File: config.mk
export PLATFORM = sky130hd
export DESIGN_NAME = alp_qreg_slice_flat
export DESIGN_NICKNAME = d
export VERILOG_FILES = /design/src/rtl/alp_qreg_slice_if.sv /design/src/rtl/alp_qreg_slice.sv /design/src/flat_wrapper.sv
export SDC_FILE = /design/constraint.sdc
export NUM_CORES = 1
export LEC_CHECK = 0
export CAP_MARGIN = 5
export CORE_ASPECT_RATIO = 1.75
export CORE_MARGIN = 8
export CORE_UTILIZATION = 37
export DETAILED_ROUTE_END_ITERATION = 10
export GPL_TIMING_DRIVEN = 0
export PLACE_DENSITY_LB_ADDON = 0.08
export SYNTH_ARGS = -nofsm -noshare
export SYNTH_HDL_FRONTEND = slang
export SYNTH_SLANG_ARGS = --single-unit
File: constraint.sdc
create_clock -name qdclk_l -period 1.4 [get_ports qdclk_l]
set_input_delay 0.28 -clock qdclk_l [delete_from_list [all_inputs] [get_ports qdclk_l]]
set_output_delay 0.28 -clock qdclk_l [all_outputs]
set_load 0.05 [all_outputs]
File: src/rtl/alp_qreg_slice_if.sv
// alp_qreg_slice_if: WBUS, shift-routing and step-counter signals of the ALP Q register slice.
interface alp_qreg_slice_if #(
    parameter int CNT_W = 6
);
    logic [1:0]       q_op_h;
    logic [1:0]       dsize_h;
    logic [31:0]      wbus_in_h;
    logic             q_rd_h;
    logic [31:0]      wbus_out_h;
    logic [31:0]      q_h;
    logic             q_si0_l;
    logic             q_si7_l;
    logic             q_si15_l;
    logic             q_si31_l;
    logic             q_so0_l;
    logic             q_so7_l;
    logic             q_so15_l;
    logic             q_so31_l;
    logic             step_ld_h;
    logic [CNT_W-1:0] step_in_h;
    logic             step_zero_h;
    modport slave (
        input  q_op_h, dsize_h, wbus_in_h, q_rd_h, q_si0_l, q_si7_l, q_si15_l, q_si31_l,
               step_ld_h, step_in_h,
        output wbus_out_h, q_h, q_so0_l, q_so7_l, q_so15_l, q_so31_l, step_zero_h
    );
    modport master (
        output q_op_h, dsize_h, wbus_in_h, q_rd_h, q_si0_l, q_si7_l, q_si15_l, q_si31_l,
               step_ld_h, step_in_h,
        input  wbus_out_h, q_h, q_so0_l, q_so7_l, q_so15_l, q_so31_l, step_zero_h
    );
endinterface

File: src/rtl/alp_qreg_slice.sv
// alp_qreg_slice: 32-bit ALP Q register with size-aware shifting and a MUL/DIV step counter.
module alp_qreg_slice #(
    parameter int CNT_W = 6
) (
    input  logic            qdclk_l,
    input  logic            reset_l,
    alp_qreg_slice_if.slave bus
);
    logic [31:0]      r_q;
    logic [CNT_W-1:0] r_cnt;
    logic             w_ld, w_shl, w_shr, w_byte, w_word, w_long;
    logic [31:0]      w_q_shl, w_q_shr, w_q_nxt;

    assign w_ld   = bus.q_op_h == 2'b01;
    assign w_shl  = bus.q_op_h == 2'b10;
    assign w_shr  = bus.q_op_h == 2'b11;
    assign w_byte = bus.dsize_h == 2'b00;
    assign w_word = bus.dsize_h == 2'b01;
    assign w_long = bus.dsize_h[1];

    // Bits above the top bit of the current data size are held on both shift directions.
    assign w_q_shl = w_long ? {r_q[30:0], ~bus.q_si0_l} :
                     w_word ? {r_q[31:16], r_q[14:0], ~bus.q_si0_l} :
                              {r_q[31:8], r_q[6:0], ~bus.q_si0_l};
    assign w_q_shr = w_long ? {~bus.q_si31_l, r_q[31:1]} :
                     w_word ? {r_q[31:16], ~bus.q_si15_l, r_q[15:1]} :
                              {r_q[31:8], ~bus.q_si7_l, r_q[7:1]};
    assign w_q_nxt = w_ld ? bus.wbus_in_h : w_shl ? w_q_shl : w_shr ? w_q_shr : r_q;

    always_ff @(posedge qdclk_l or negedge reset_l) begin
        if (!reset_l) begin
            r_q   <= '0;
            r_cnt <= '0;
        end else begin
            r_q <= w_q_nxt;
            if (bus.step_ld_h)
                r_cnt <= bus.step_in_h;
            else if ((w_shl || w_shr) && r_cnt != '0)
                r_cnt <= r_cnt - 1'b1;
        end
    end

    assign bus.q_h         = r_q;
    assign bus.wbus_out_h  = bus.q_rd_h ? r_q : 32'h0;
    assign bus.step_zero_h = r_cnt == '0;
    assign bus.q_so0_l     = ~(w_shr & r_q[0]);
    assign bus.q_so7_l     = ~(w_shl & w_byte & r_q[7]);
    assign bus.q_so15_l    = ~(w_shl & w_word & r_q[15]);
    assign bus.q_so31_l    = ~(w_shl & w_long & r_q[31]);
endmodule

File: src/flat_wrapper.sv
// flat-port wrapper written by rule: the top's interface ports become plain ports
module alp_qreg_slice_flat 
#(
    parameter int CNT_W = 6
)
  (qdclk_l, reset_l, bus_q_op_h, bus_dsize_h, bus_wbus_in_h, bus_q_rd_h, bus_q_si0_l, bus_q_si7_l, bus_q_si15_l, bus_q_si31_l, bus_step_ld_h, bus_step_in_h, bus_wbus_out_h, bus_q_h, bus_q_so0_l, bus_q_so7_l, bus_q_so15_l, bus_q_so31_l, bus_step_zero_h);
  alp_qreg_slice_if #(.CNT_W(CNT_W)) bus_i ();
  input  logic qdclk_l;
  input  logic reset_l;
  input wire logic [$bits(bus_i.q_op_h)-1:0] bus_q_op_h;
  input wire logic [$bits(bus_i.dsize_h)-1:0] bus_dsize_h;
  input wire logic [$bits(bus_i.wbus_in_h)-1:0] bus_wbus_in_h;
  input wire logic [$bits(bus_i.q_rd_h)-1:0] bus_q_rd_h;
  input wire logic [$bits(bus_i.q_si0_l)-1:0] bus_q_si0_l;
  input wire logic [$bits(bus_i.q_si7_l)-1:0] bus_q_si7_l;
  input wire logic [$bits(bus_i.q_si15_l)-1:0] bus_q_si15_l;
  input wire logic [$bits(bus_i.q_si31_l)-1:0] bus_q_si31_l;
  input wire logic [$bits(bus_i.step_ld_h)-1:0] bus_step_ld_h;
  input wire logic [$bits(bus_i.step_in_h)-1:0] bus_step_in_h;
  output wire logic [$bits(bus_i.wbus_out_h)-1:0] bus_wbus_out_h;
  output wire logic [$bits(bus_i.q_h)-1:0] bus_q_h;
  output wire logic [$bits(bus_i.q_so0_l)-1:0] bus_q_so0_l;
  output wire logic [$bits(bus_i.q_so7_l)-1:0] bus_q_so7_l;
  output wire logic [$bits(bus_i.q_so15_l)-1:0] bus_q_so15_l;
  output wire logic [$bits(bus_i.q_so31_l)-1:0] bus_q_so31_l;
  output wire logic [$bits(bus_i.step_zero_h)-1:0] bus_step_zero_h;
  assign bus_i.q_op_h = bus_q_op_h;
  assign bus_i.dsize_h = bus_dsize_h;
  assign bus_i.wbus_in_h = bus_wbus_in_h;
  assign bus_i.q_rd_h = bus_q_rd_h;
  assign bus_i.q_si0_l = bus_q_si0_l;
  assign bus_i.q_si7_l = bus_q_si7_l;
  assign bus_i.q_si15_l = bus_q_si15_l;
  assign bus_i.q_si31_l = bus_q_si31_l;
  assign bus_i.step_ld_h = bus_step_ld_h;
  assign bus_i.step_in_h = bus_step_in_h;
  assign bus_wbus_out_h = bus_i.wbus_out_h;
  assign bus_q_h = bus_i.q_h;
  assign bus_q_so0_l = bus_i.q_so0_l;
  assign bus_q_so7_l = bus_i.q_so7_l;
  assign bus_q_so15_l = bus_i.q_so15_l;
  assign bus_q_so31_l = bus_i.q_so31_l;
  assign bus_step_zero_h = bus_i.step_zero_h;
  alp_qreg_slice #(.CNT_W(CNT_W)) u_core (.qdclk_l(qdclk_l), .reset_l(reset_l), .bus(bus_i));
endmodule
* Word-level counts from Yosys, hierarchy flattened
Cells that the tools add are included.
** Word-level totals
- Input port bits :: 50
- Word-level logic and storage cells :: 47
- Register bits :: 38
- Output and inout port bits :: 69
** Cells by class
- Reductions and logical operators :: 9
- Muxes and demuxes :: 10
- Add/subtract/negate cells :: 1
- Eq/ne operators :: 8
- Bitwise operators :: 15
** Operators with widths (count)
- $mux W32 :: 6
- $mux W16 :: 2
- $mux W6 :: 2
- $ne A4 B3 Y1 const B :: 2
- $not A1 Y1 :: 8
- $and A1 B1 Y1 :: 7
- $logic_not A6 Y1 :: 1
- $ne A3 B2 Y1 const B :: 2
- $reduce_and A3 Y1 :: 2
- $reduce_bool A6 Y1 :: 1
- $sub A6 B1 Y6 const B :: 1
- $eq A2 B1 Y1 const B :: 2
- $eq A2 B2 Y1 const B :: 2
- $reduce_bool A3 Y1 :: 1
- $logic_not A2 Y1 :: 1
- $reduce_bool A2 Y1 :: 1
- $logic_and A1 B1 Y1 :: 1
- $logic_or A1 B1 Y1 :: 1

* Depth between registers and ports, before layout
Gate-level depths: netlist of the first run.
- Word-level depth :: 6
- Mapped depth :: 6
- Gate-level depth less buffers :: 5

* Worst setup path after synthesis of the first run
Ideal clock, no wire load.
- Path type :: register to output
- Start point :: register u_core.r_cnt[3]
- End point :: output bus_step_zero_h
- Cell stages (with the launch flop) :: 4
- Buffers on the path :: 1
- Setup slack :: -427 ps
- Data required time :: 1120 ps
- Arrival :: 1547 ps
- Cell sequence :: dfrtp_1 or3_1 buf_6 nor2_1
** On the way
- Word-level cells in the longest chain between the ends :: 1
** RTL lines
- start, declared :: RTL line alp_qreg_slice.sv:10 : logic [CNT_W-1:0] r_cnt;
- start signal, assigned :: RTL line alp_qreg_slice.sv:37 : r_cnt <= bus.step_in_h;
- start signal, assigned :: RTL line alp_qreg_slice.sv:39 : r_cnt <= r_cnt - 1'b1;
- $logic_not A6 Y1 :: RTL line alp_qreg_slice.sv:45 : assign bus.step_zero_h = r_cnt == '0;
- end, declared :: RTL line flat_wrapper.sv:26 : output wire logic [$bits(bus_i.step_zero_h)-1:0] bus_step_zero_h;
Every way passes these cells.

* Worst setup path after layout of the first run
- Start point :: register u_core.r_cnt[0]
- End point :: output bus_step_zero_h
The elaborated chain is that of the path after synthesis.

==> results of run 1 <==
path summary, 6_finish.rpt:
path                                 start                  to  cells after the start
hold reg to reg            u_core.r_cnt[3]     u_core.r_cnt[3]                      2
setup reg to reg           u_core.r_cnt[0]     u_core.r_cnt[5]                      4
min in group qdclk_l        bus_dsize_h[1]  u_core.bus.q_h[31]                      3
setup / recovery           u_core.r_cnt[0]     bus_step_zero_h                      5
hold / removal                     reset_l   u_core.bus.q_h[3]                      2
max in group asynchronous          reset_l  u_core.bus.q_h[16]                      3
through the flow:
step                instance area [µm²]  hold WS [ns]  TNS, ns
finish                             4220         0.320   -0.456
CTS                                4190         0.323   -0.873
detailed placement                 3910        0.0838   -63.55
global placement                   3890         0.556   -99.09
global route                       4220         0.343   -0.787
floorplan                          2630       -0.0156   -0.233
registers in the layout, indices dropped and copies added (netlist names):
| register | flops |
|---|---|
| u_core.bus.q_h | 32 |
| u_core.r_cnt | 6 |
power breakdown:
part	total (mW)	switching, mW	internal (mW)	leakage (nW)
clock network	1.08	0.425	0.651	0.0640
logic	2.52	1.57	0.948	1.33
registers	1.55	0.254	1.30	0.438
cells in the final DEF, fill, tap and decap left out, drive strengths merged, types with 10 or more instances in the layout:
| cell | instances |
|---|---|
| clkdlybuf4s50 | 42 |
| o21ai | 11 |
| nand3b | 15 |
| clkbuf | 20 |
| nand2 | 24 |
| clkdlybuf4s15 | 10 |
| and2 | 34 |
| inv | 13 |
| dfrtp | 38 |
| o221a | 15 |
| mux2i | 14 |
| buf | 94 |
| nand3 | 11 |
metal layers:
layer  track usage, %  routed length, µm  share of wire [%]
met1             19.8               3450                 37
met2             34.6               5010                 54
met3             6.10                627                6.8
met4             6.59                174                1.9
met5                0                  0                  0
cell families (layout without fill, tap and decap cells):
logic type      after synthesis  in the layout  synth area share [%]
flops                        38             38                  37.8
mux                          22             22                  12.7
fa+ha+maj                     2              2                 0.995
compound gates               52             52                  17.9
buf+inv                      36            183                  6.22
xor+xnor                      1              1                 0.348
simple gates                105            105                  24.0
area by class of cell:
class / instances / area (µm²)
fillers: 632 / 2490
multi-input cells: 182 / 1560
repair buffers: 144 / 1220
flip-flops and latches: 38 / 962
plain buffers: 18 / 186
clock buffers: 7 / 133
well taps: 84 / 105
inverters: 14 / 56.3
repair_timing:
item | CTS | global route
pin swaps | 6 | 3
hold buffers | 1 | 0
endpoints found under the hold margin | 18 | 0
buffers inserted | 14 | 12
setup endpoints to repair | 107 | 64
cloned | 0 | 0
gates resized for setup | 377 | 60
==> impl_metrics.py, run 1 <==
metrics = {
    "worst_setup_path": {
        "crit_required_ns": 1.12,
        "endpoint_kind": "output pin",
        "critPathMaxFanout": 7,
        "worstSetupPathType": "register to output pin",
        "worst-r2r-setup-slack_ns": -0.16,
        "crit_buf_inv": 2,
        "startpoint_type": "register",
        "crit_family": "flip-flops",
        "crit_path_cell_trace": "inv_2 > ha_4 > nand2b_4 > nor2_4 > buf_8",
        "slowest_stage": "dfrtp_1",
        "critPathMaxStageDelay_ns": 0.40,
        "cp.arrival_ns": 1.34,
    },
    "drt": {
        "wl_per_cell_um": 19.0,
        "dr.first_iter.drc_count": 115,
        "drc": 0,
        "ant_nets": 0,
        "num_vias": 2608,
        "viasPerCell": 5.36,
        "routed_wirelength_mm": 9.26,
        "drt-pass1-iter-count": 6,
    },
    "power": {
        "total_power_mw": 5.15,
        "p_per_area_mw_per_mm2": 1220,
        "leakage_nw": 1.83,
        "peakVddDrop_v": 0.000730,
    },
    "layout": {
        "diodes": 0,
        "instances_no_fill": 487,
        "area_growth_pct": 67.7,
        "final_core_util_pct": 62.9,
        "fin_nets": 455,
        "drive_above_1_share_pct": 50.6,
    },
    "placement": {
        "hpwl_mm": 6.84,
        "gp_congestion": 0.786,
        "place_ws_ns": -1.22,
        "place_inst": 457,
        "io_buffers": 116,
    },
    "logic_synthesis": {
        "ys_top_cells_by_count": "dfrtp_1 (38), and2_1 (34), nand2_1 (24)",
        "ys_types": 39,
        "synth_fp_nets": 308,
        "synth-seq-area-share_pct": 37.8,
        "ys.flop_type": "dfrtp_1",
        "yosysTopAreaCellShare_pct": 37.8,
        "synthCells": 256,
        "avgSynthCellArea_um2": 9.82,
        "synthArstFlopShare_pct": 100,
        "syn-cell-area_mm2": 0.00251,
        "ys_warn_count": 0,
        "yosysMostFrequentCell": "dfrtp_1",
        "yosys.area.top_type": "dfrtp_1",
        "synth_edf_count": 0,
        "synth-seq-cells": 38,
        "yosys-top-cells-area": "dfrtp_1 (38%), and2_1 (8.5%), mux4_2 (7.2%)",
    },
    "sta": {
        "finalHoldViolCount": 0,
        "finalCritPeriodShare_pct": 116,
        "period_needed_ns": 1.62,
        "fmax_mhz": 616,
        "tightestPinTransition_ns": 0.532,
        "worst_slack_ns": -0.224,
        "setup_viol": 5,
        "slew_violations": 0,
        "skew_ns": 0.00319,
        "rsz0062_at_grt": "yes",
        "relSlewSlack_pct": 64.5,
    },
    "die": {
        "fp.dieH_um": 125,
        "pin_count": 119,
        "die-width_um": 78.3,
        "start_util_pct": 37.5,
        "core_mm2": 0.00671,
        "die-area_mm2": 0.00979,
        "num_rows": 40,
    },
    "run_status": {
        "status": "complete, but fails checks",
        "violations": "negative setup slack",
    },
    "clocking": {
        "clk_pin_slew_worst_paths_ns": 0.05,
        "numCtsBuffers": 5,
        "cts_root_buf": "clkbuf_16",
        "cts.path.max_buffers": 2,
        "cts.sinks": 38,
        "cts_tree": "built",
        "cts_max_level": 2,
        "clock_latency_ns": 0.28,
    },
    "global_route": {
        "overflow": 0,
        "grt_first_pass_wirelength_mm": 15.1,
        "antenna_found_initial": 0,
        "grt_util_all_layers_pct": 19.1,
        "grt_max_degree": 38,
        "grt_pass1_vias": 2933,
    },
    "hold_path": {
        "hp-class": "input port to asynchronous set/reset pin",
    },
    "flow_run": {
        "cap_violations": 0,
    },
}
(Power assumes the default switching activity.)
==> run 2: changes to the inputs <==
--- a/config.mk
+++ b/config.mk
@@ -7,7 +7,7 @@
 export LEC_CHECK = 0
 export CAP_MARGIN = 5
 export CORE_ASPECT_RATIO = 1.75
-export CORE_MARGIN = 8
+export CORE_MARGIN = 3
 export CORE_UTILIZATION = 37
 export DETAILED_ROUTE_END_ITERATION = 10
 export GPL_TIMING_DRIVEN = 0
==> run 2 against run 1 <==
Compared with the run above:
- the run still ends with negative setup slack left
- global-route usage up 3.4 points
- register-to-register slack worse by 0.02 ns
- first-iteration DRC count fell by 0.87%
- sequential share of layout area grew 0.24 points
- hold slack improved by 0.0022 ns
- largest power group unchanged
- highest routed layer unchanged
==> impl_metrics.py, run 2 (synthesis gave the netlist of run 1 again) <==
metrics = {
    "layout": {
        "n_fill_cell": 606,
        "final_common_cell": "buf_4",
        "instances_no_fill": 479,
        "fin_nets": 449,
        "final_cell_mix": "buf_4 (49), clkdlybuf4s50_1 (42), and2_2 (31), dfrtp_1 (31)",
        "diodes": 0,
        "largest_reg_flops": 32,
        "drive_above_1_share_pct": 48.1,
        "area_growth_pct": 65.6,
    },
    "worst_setup_path": {
        "worstSetupPathType": "register to output pin",
        "reg2reg_depth": 5,
        "critPathMaxFanout": 2,
        "crit_path_cell_trace": "or3_4 > nor2_4 > buf_8",
        "timing.rr.start": "u_core.r_cnt[2]",
        "r2r-end": "u_core.r_cnt[5]",
        "startpoint_type": "register",
        "worst-r2r-setup-slack_ns": -0.18,
        "crit_required_ns": 1.12,
        "critPathMaxStageDelay_ns": 0.41,
        "slowest_stage": "or3_4",
        "cp.arrival_ns": 1.35,
        "endpoint_kind": "output pin",
    },
    "run_status": {
        "status": "complete, but fails checks",
        "violations": "negative setup slack",
    },
    "placement": {
        "hpwl_mm": 6.19,
        "io_buffers": 116,
        "gp_congestion": 0.780,
        "place_inst": 455,
    },
    "global_route": {
        "grt_first_pass_wirelength_mm": 13.5,
        "grt_util_all_layers_pct": 22.6,
        "antenna_found_initial": 0,
        "grt_pass1_vias": 2730,
        "grt_max_degree": 38,
        "overflow": 0,
    },
    "die": {
        "num_rows": 39,
        "core_mm2": 0.00654,
        "start_util_pct": 38.4,
        "die-area_mm2": 0.00786,
        "pin_count": 119,
        "die-width_um": 68.3,
        "fp.dieH_um": 115,
    },
    "clocking": {
        "cts_tree": "built",
        "cts_root_buf": "clkbuf_16",
        "clock_latency_ns": 0.29,
        "numCtsBuffers": 5,
        "clk_pin_slew_worst_paths_ns": 0.06,
        "cts.sinks": 38,
        "cts.path.max_buffers": 2,
        "cts_max_level": 2,
    },
    "sta": {
        "finalHoldViolCount": 0,
        "timing.hold.ws_ns": 0.322,
        "finalCritPeriodShare_pct": 117,
        "period_needed_ns": 1.63,
        "worst_slack_ns": -0.231,
        "skew_ns": 0.00713,
        "tightestPinTransition_ns": 0.531,
        "relSlewSlack_pct": 64.6,
        "rsz0062_at_grt": "yes",
        "setup_viol": 7,
        "slew_violations": 0,
        "fmax_mhz": 613,
    },
    "drt": {
        "num_vias": 2590,
        "routed_wirelength_mm": 8.49,
        "dr.first_iter.drc_count": 114,
        "drc": 0,
        "wl_per_cell_um": 17.7,
        "viasPerCell": 5.41,
        "ant_nets": 0,
        "drt-pass1-iter-count": 4,
    },
    "hold_path": {
        "hp-class": "input port to asynchronous set/reset pin",
    },
    "power": {
        "p_per_area_mw_per_mm2": 1220,
        "peakVddDrop_v": 0.000911,
        "leakage_nw": 1.81,
    },
    "flow_run": {
        "cap_violations": 0,
    },
}
## run 2: changes by cell type in the layout (fill, tap and decap cells not counted), moves of 2 or more
cell | before | now
clkbuf_2 | 3 | 1
dfrtp_2 | 9 | 7
o2111ai_1 | 1 | 4
dfrtp_1 | 29 | 31
clkdlybuf4s18_2 | 2 | 5
buf_4 | 57 | 49
o2111ai_2 | 3 | 0
## run 2: metal layers
| layer | track usage [%] | part of all wire (%) |
|---|---|---|
| met1 | 24.3 | 37 |
| met2 | 41.2 | 56 |
| met3 | 5.08 | 6.1 |
| met4 | 8.37 | 1.4 |
| met5 | 0 | 0 |
## run 2: what timing repair did
action,CTS,global route
pin swaps,6,3
hold endpoints to repair,28,0
setup buffers,14,6
hold buffers,1,0
resized for setup,371,51
endpoints found under the setup margin,107,67
## run 2: area by class of cell
type                            instances  area [µm²]  share of cell area, %
Multi-Input combinational cell        182        1550                   37.1
Clock buffer                            7         133                   3.19
Inverter                               14        56.3                   1.35
Sequential cell                        38         960                   23.1
Tap cell                               82         103                   2.47
Buffer                                 18         166                   4.00
Timing Repair Buffer                  138        1200                   28.8
## run 2: metrics by stage
step	setup TNS, ns	cell area, µm²	util [%]	worst slack (ns)	power, mW
global placement	-99.72	3890	59.5	-1.20	4.04
CTS	-1.40	4170	63.7	-0.287	5.14
global route	-1.32	4160	63.6	-0.279	5.33
finish	-0.910	4160	63.6	-0.231	5.10
detailed placement	-62.86	3910	59.7	-1.22	4.07
floorplan	-0.233	2630	-	-0.108	3.14
## run 2: power by group
part	internal (mW)	switching, mW	total (mW)
clock network	0.651	0.427	1.08
registers	1.30	0.255	1.55
logic	0.925	1.54	2.47
total	2.87	2.22	5.10
## run 2: worst max-delay path, delay by kind of cell (launching register included)
| family | cells | cell delay [ns] |
|---|---|---|
| AND/OR/NAND/NOR | 2 | 0.53 |
| flip-flops | 1 | 0.38 |
| buffers and inverters | 1 | 0.15 |
## run 2: worst max path at each step
stage | slack (ns) | endpoint | startpoint | cells past startpoint
4_1_cts | -0.29 | bus_step_zero_h | u_core.r_cnt[2] | 4
3_3_place_gp | -1.20 | bus_q_so31_l | bus_q_op_h[1] | 7
2_1_floorplan | -0.11 | bus_q_so7_l | bus_dsize_h[1] | 3
5_1_grt | -0.28 | bus_step_zero_h | u_core.r_cnt[1] | 5
6_report | -0.23 | bus_step_zero_h | u_core.r_cnt[2] | 3
3_5_place_dp | -1.22 | bus_q_so31_l | bus_q_op_h[1] | 7
==> run 3: changes to the inputs <==
--- a/config.mk
+++ b/config.mk
@@ -12,6 +12,7 @@
 export DETAILED_ROUTE_END_ITERATION = 10
 export GPL_TIMING_DRIVEN = 0
 export PLACE_DENSITY_LB_ADDON = 0.08
+export SKIP_CTS_REPAIR_TIMING = 1
 export SYNTH_ARGS = -nofsm -noshare
 export SYNTH_HDL_FRONTEND = slang
 export SYNTH_SLANG_ARGS = --single-unit
==> run 3 against run 2 <==
Compared with the run above:
- the run still ends with negative setup slack left
- count of clock-buffer cells in the layout did not move
- fmax fell by 6.0%
- non-clock buffer count rose by 18
- largest power group unchanged
- critical endpoint unchanged
- combinational power rose by 3%
- critical path depth rose by 1
- die area did not move
- cell count rose by 3.8%
- register-to-register slack got worse by 0.05 ns
- routed wire length rose by 0.51%
- design area rose by 1.3%
==> impl_metrics.py, run 3 (synthesis gave the netlist of run 1 again) <==
metrics = {
    "global_route": {
        "grt_first_pass_wirelength_mm": 13.2,
        "overflow": 0,
        "grt_pass1_vias": 2637,
        "grt_max_degree": 38,
        "antenna_found_initial": 0,
        "grt_util_all_layers_pct": 22.0,
    },
    "power": {
        "total_power_mw": 5.15,
        "p_per_area_mw_per_mm2": 1220,
        "clkPwrFrac_pct": 21.1,
        "peakVddDrop_v": 0.000927,
        "leakage_nw": 1.92,
        "swShare_pct": 43.6,
        "pwr-share-comb_pct": 49.2,
        "pwr-share-seq_pct": 29.7,
        "p_sw_mw": 2.25,
        "p_int_mw": 2.91,
    },
    "drt": {
        "ant_nets": 0,
        "routed_wirelength_mm": 8.54,
        "drt-pass1-iter-count": 4,
        "wl_per_cell_um": 17.2,
        "dr.first_iter.drc_count": 89,
        "drc": 0,
        "num_vias": 2672,
        "viasPerCell": 5.38,
    },
    "worst_setup_path": {
        "crit_family": "simple AND/OR/NAND/NOR gates",
        "worstSetupPathType": "register to output pin",
        "crit_required_ns": 1.12,
        "cp.arrival_ns": 1.46,
        "crit_path_cell_trace": "or3_1 > buf_6 > nor2_4 > buf_8",
        "startpoint_type": "register",
        "crit_buf_inv": 2,
        "critPathMaxFanout": 4,
        "endpoint_kind": "output pin",
        "critPathMaxStageDelay_ns": 0.41,
        "slowest_stage": "dfrtp_1",
    },
    "layout": {
        "seqCellArea_um2": 960,
        "final_cell_area_mm2": 0.00422,
        "n_fill_cell": 596,
        "drive_above_1_share_pct": 49.2,
        "largest_reg_flops": 32,
        "final_common_cell": "buf_4",
        "final_cell_mix": "buf_4 (51), clkdlybuf4s50_1 (42), clkbuf_2 (33)",
        "fin_nets": 467,
        "area_growth_pct": 67.7,
        "final_core_util_pct": 64.5,
        "diodes": 0,
        "multi_input_area_mm2": 0.00154,
    },
    "clocking": {
        "cts.path.max_buffers": 2,
        "cts_root_buf": "clkbuf_16",
        "clock_latency_ns": 0.29,
        "clk_pin_slew_worst_paths_ns": 0.06,
        "cts.sinks": 38,
        "numCtsBuffers": 5,
        "cts_max_level": 2,
        "cts_tree": "built",
    },
    "sta": {
        "worst_slack_ns": -0.336,
        "slew_violations": 0,
        "tightestPinTransition_ns": 0.502,
        "rsz0062_at_grt": "yes",
        "finalSetupTns_ns": -1.14,
        "period_needed_ns": 1.74,
        "finalHoldViolCount": 0,
        "finalCritPeriodShare_pct": 124,
        "fmax_mhz": 576,
        "skew_ns": 0.00787,
        "relSlewSlack_pct": 66.5,
        "setup_viol": 7,
    },
    "placement": {
        "gp_congestion": 0.780,
        "place_area_mm2": 0.00391,
        "io_buffers": 116,
        "hpwl_mm": 6.19,
        "place_ws_ns": -1.22,
    },
    "die": {
        "fp.dieH_um": 115,
        "pin_count": 119,
        "num_rows": 39,
        "die-width_um": 68.3,
        "core_mm2": 0.00654,
        "die-area_mm2": 0.00786,
        "start_util_pct": 38.4,
    },
    "hold_path": {
        "hp-class": "input port to asynchronous set/reset pin",
    },
    "run_status": {
        "status": "complete, but fails checks",
        "violations": "negative setup slack",
    },
    "flow_run": {
        "cap_violations": 0,
    },
}
==> run 3: path summary, 6_finish.rpt <==
kind	from	endpoint	slack [ns]	depth (start not counted)
min in group qdclk_l	bus_dsize_h[1]	u_core.bus.q_h[31]	0.39	3
min	reset_l	u_core.bus.q_h[3]	0.32	2
max reg2reg	u_core.r_cnt[2]	u_core.r_cnt[1]	-0.23	5
max	u_core.r_cnt[2]	bus_step_zero_h	-0.34	4
min reg2reg	u_core.r_cnt[4]	u_core.r_cnt[4]	0.59	2
max in group asynchronous	reset_l	u_core.bus.q_h[16]	0.66	3
==> run 3: metrics by stage <==
stage | hold slack [ns] | cells
2_1_floorplan | -0.0156 | 256
3_3_place_gp | 0.561 | 454
3_5_place_dp | 0.0829 | 455
4_1_cts | -0.217 | 462
5_1_grt | 0.330 | 497
6_report | 0.324 | 497
==> run 3: layout make-up <==
class	instances	area share, %
flip-flops and latches	38	22.8
multi-input cells	182	36.4
clock buffers	7	3.15
repair buffers	154	29.7
well taps	82	2.43
plain buffers	20	4.21
inverters	14	1.34
==> run 3: metal layers <==
metal / global-route usage [%] / share of wire (%)
met1: 24.2 / 37
met2: 40.6 / 55
met3: 5.08 / 6.1
met4: 6.37 / 1.6
met5: 0 / 0
==> run 3: power by group through the flow <==
stage	sequential (mW)	clock, mW	combinational (mW)
2_1_floorplan	2.09	0	1.05
3_3_place_gp	1.57	0	2.47
3_5_place_dp	1.57	0	2.50
4_1_cts	1.55	1.10	2.51
5_1_grt	1.56	1.15	2.67
6_report	1.53	1.09	2.54
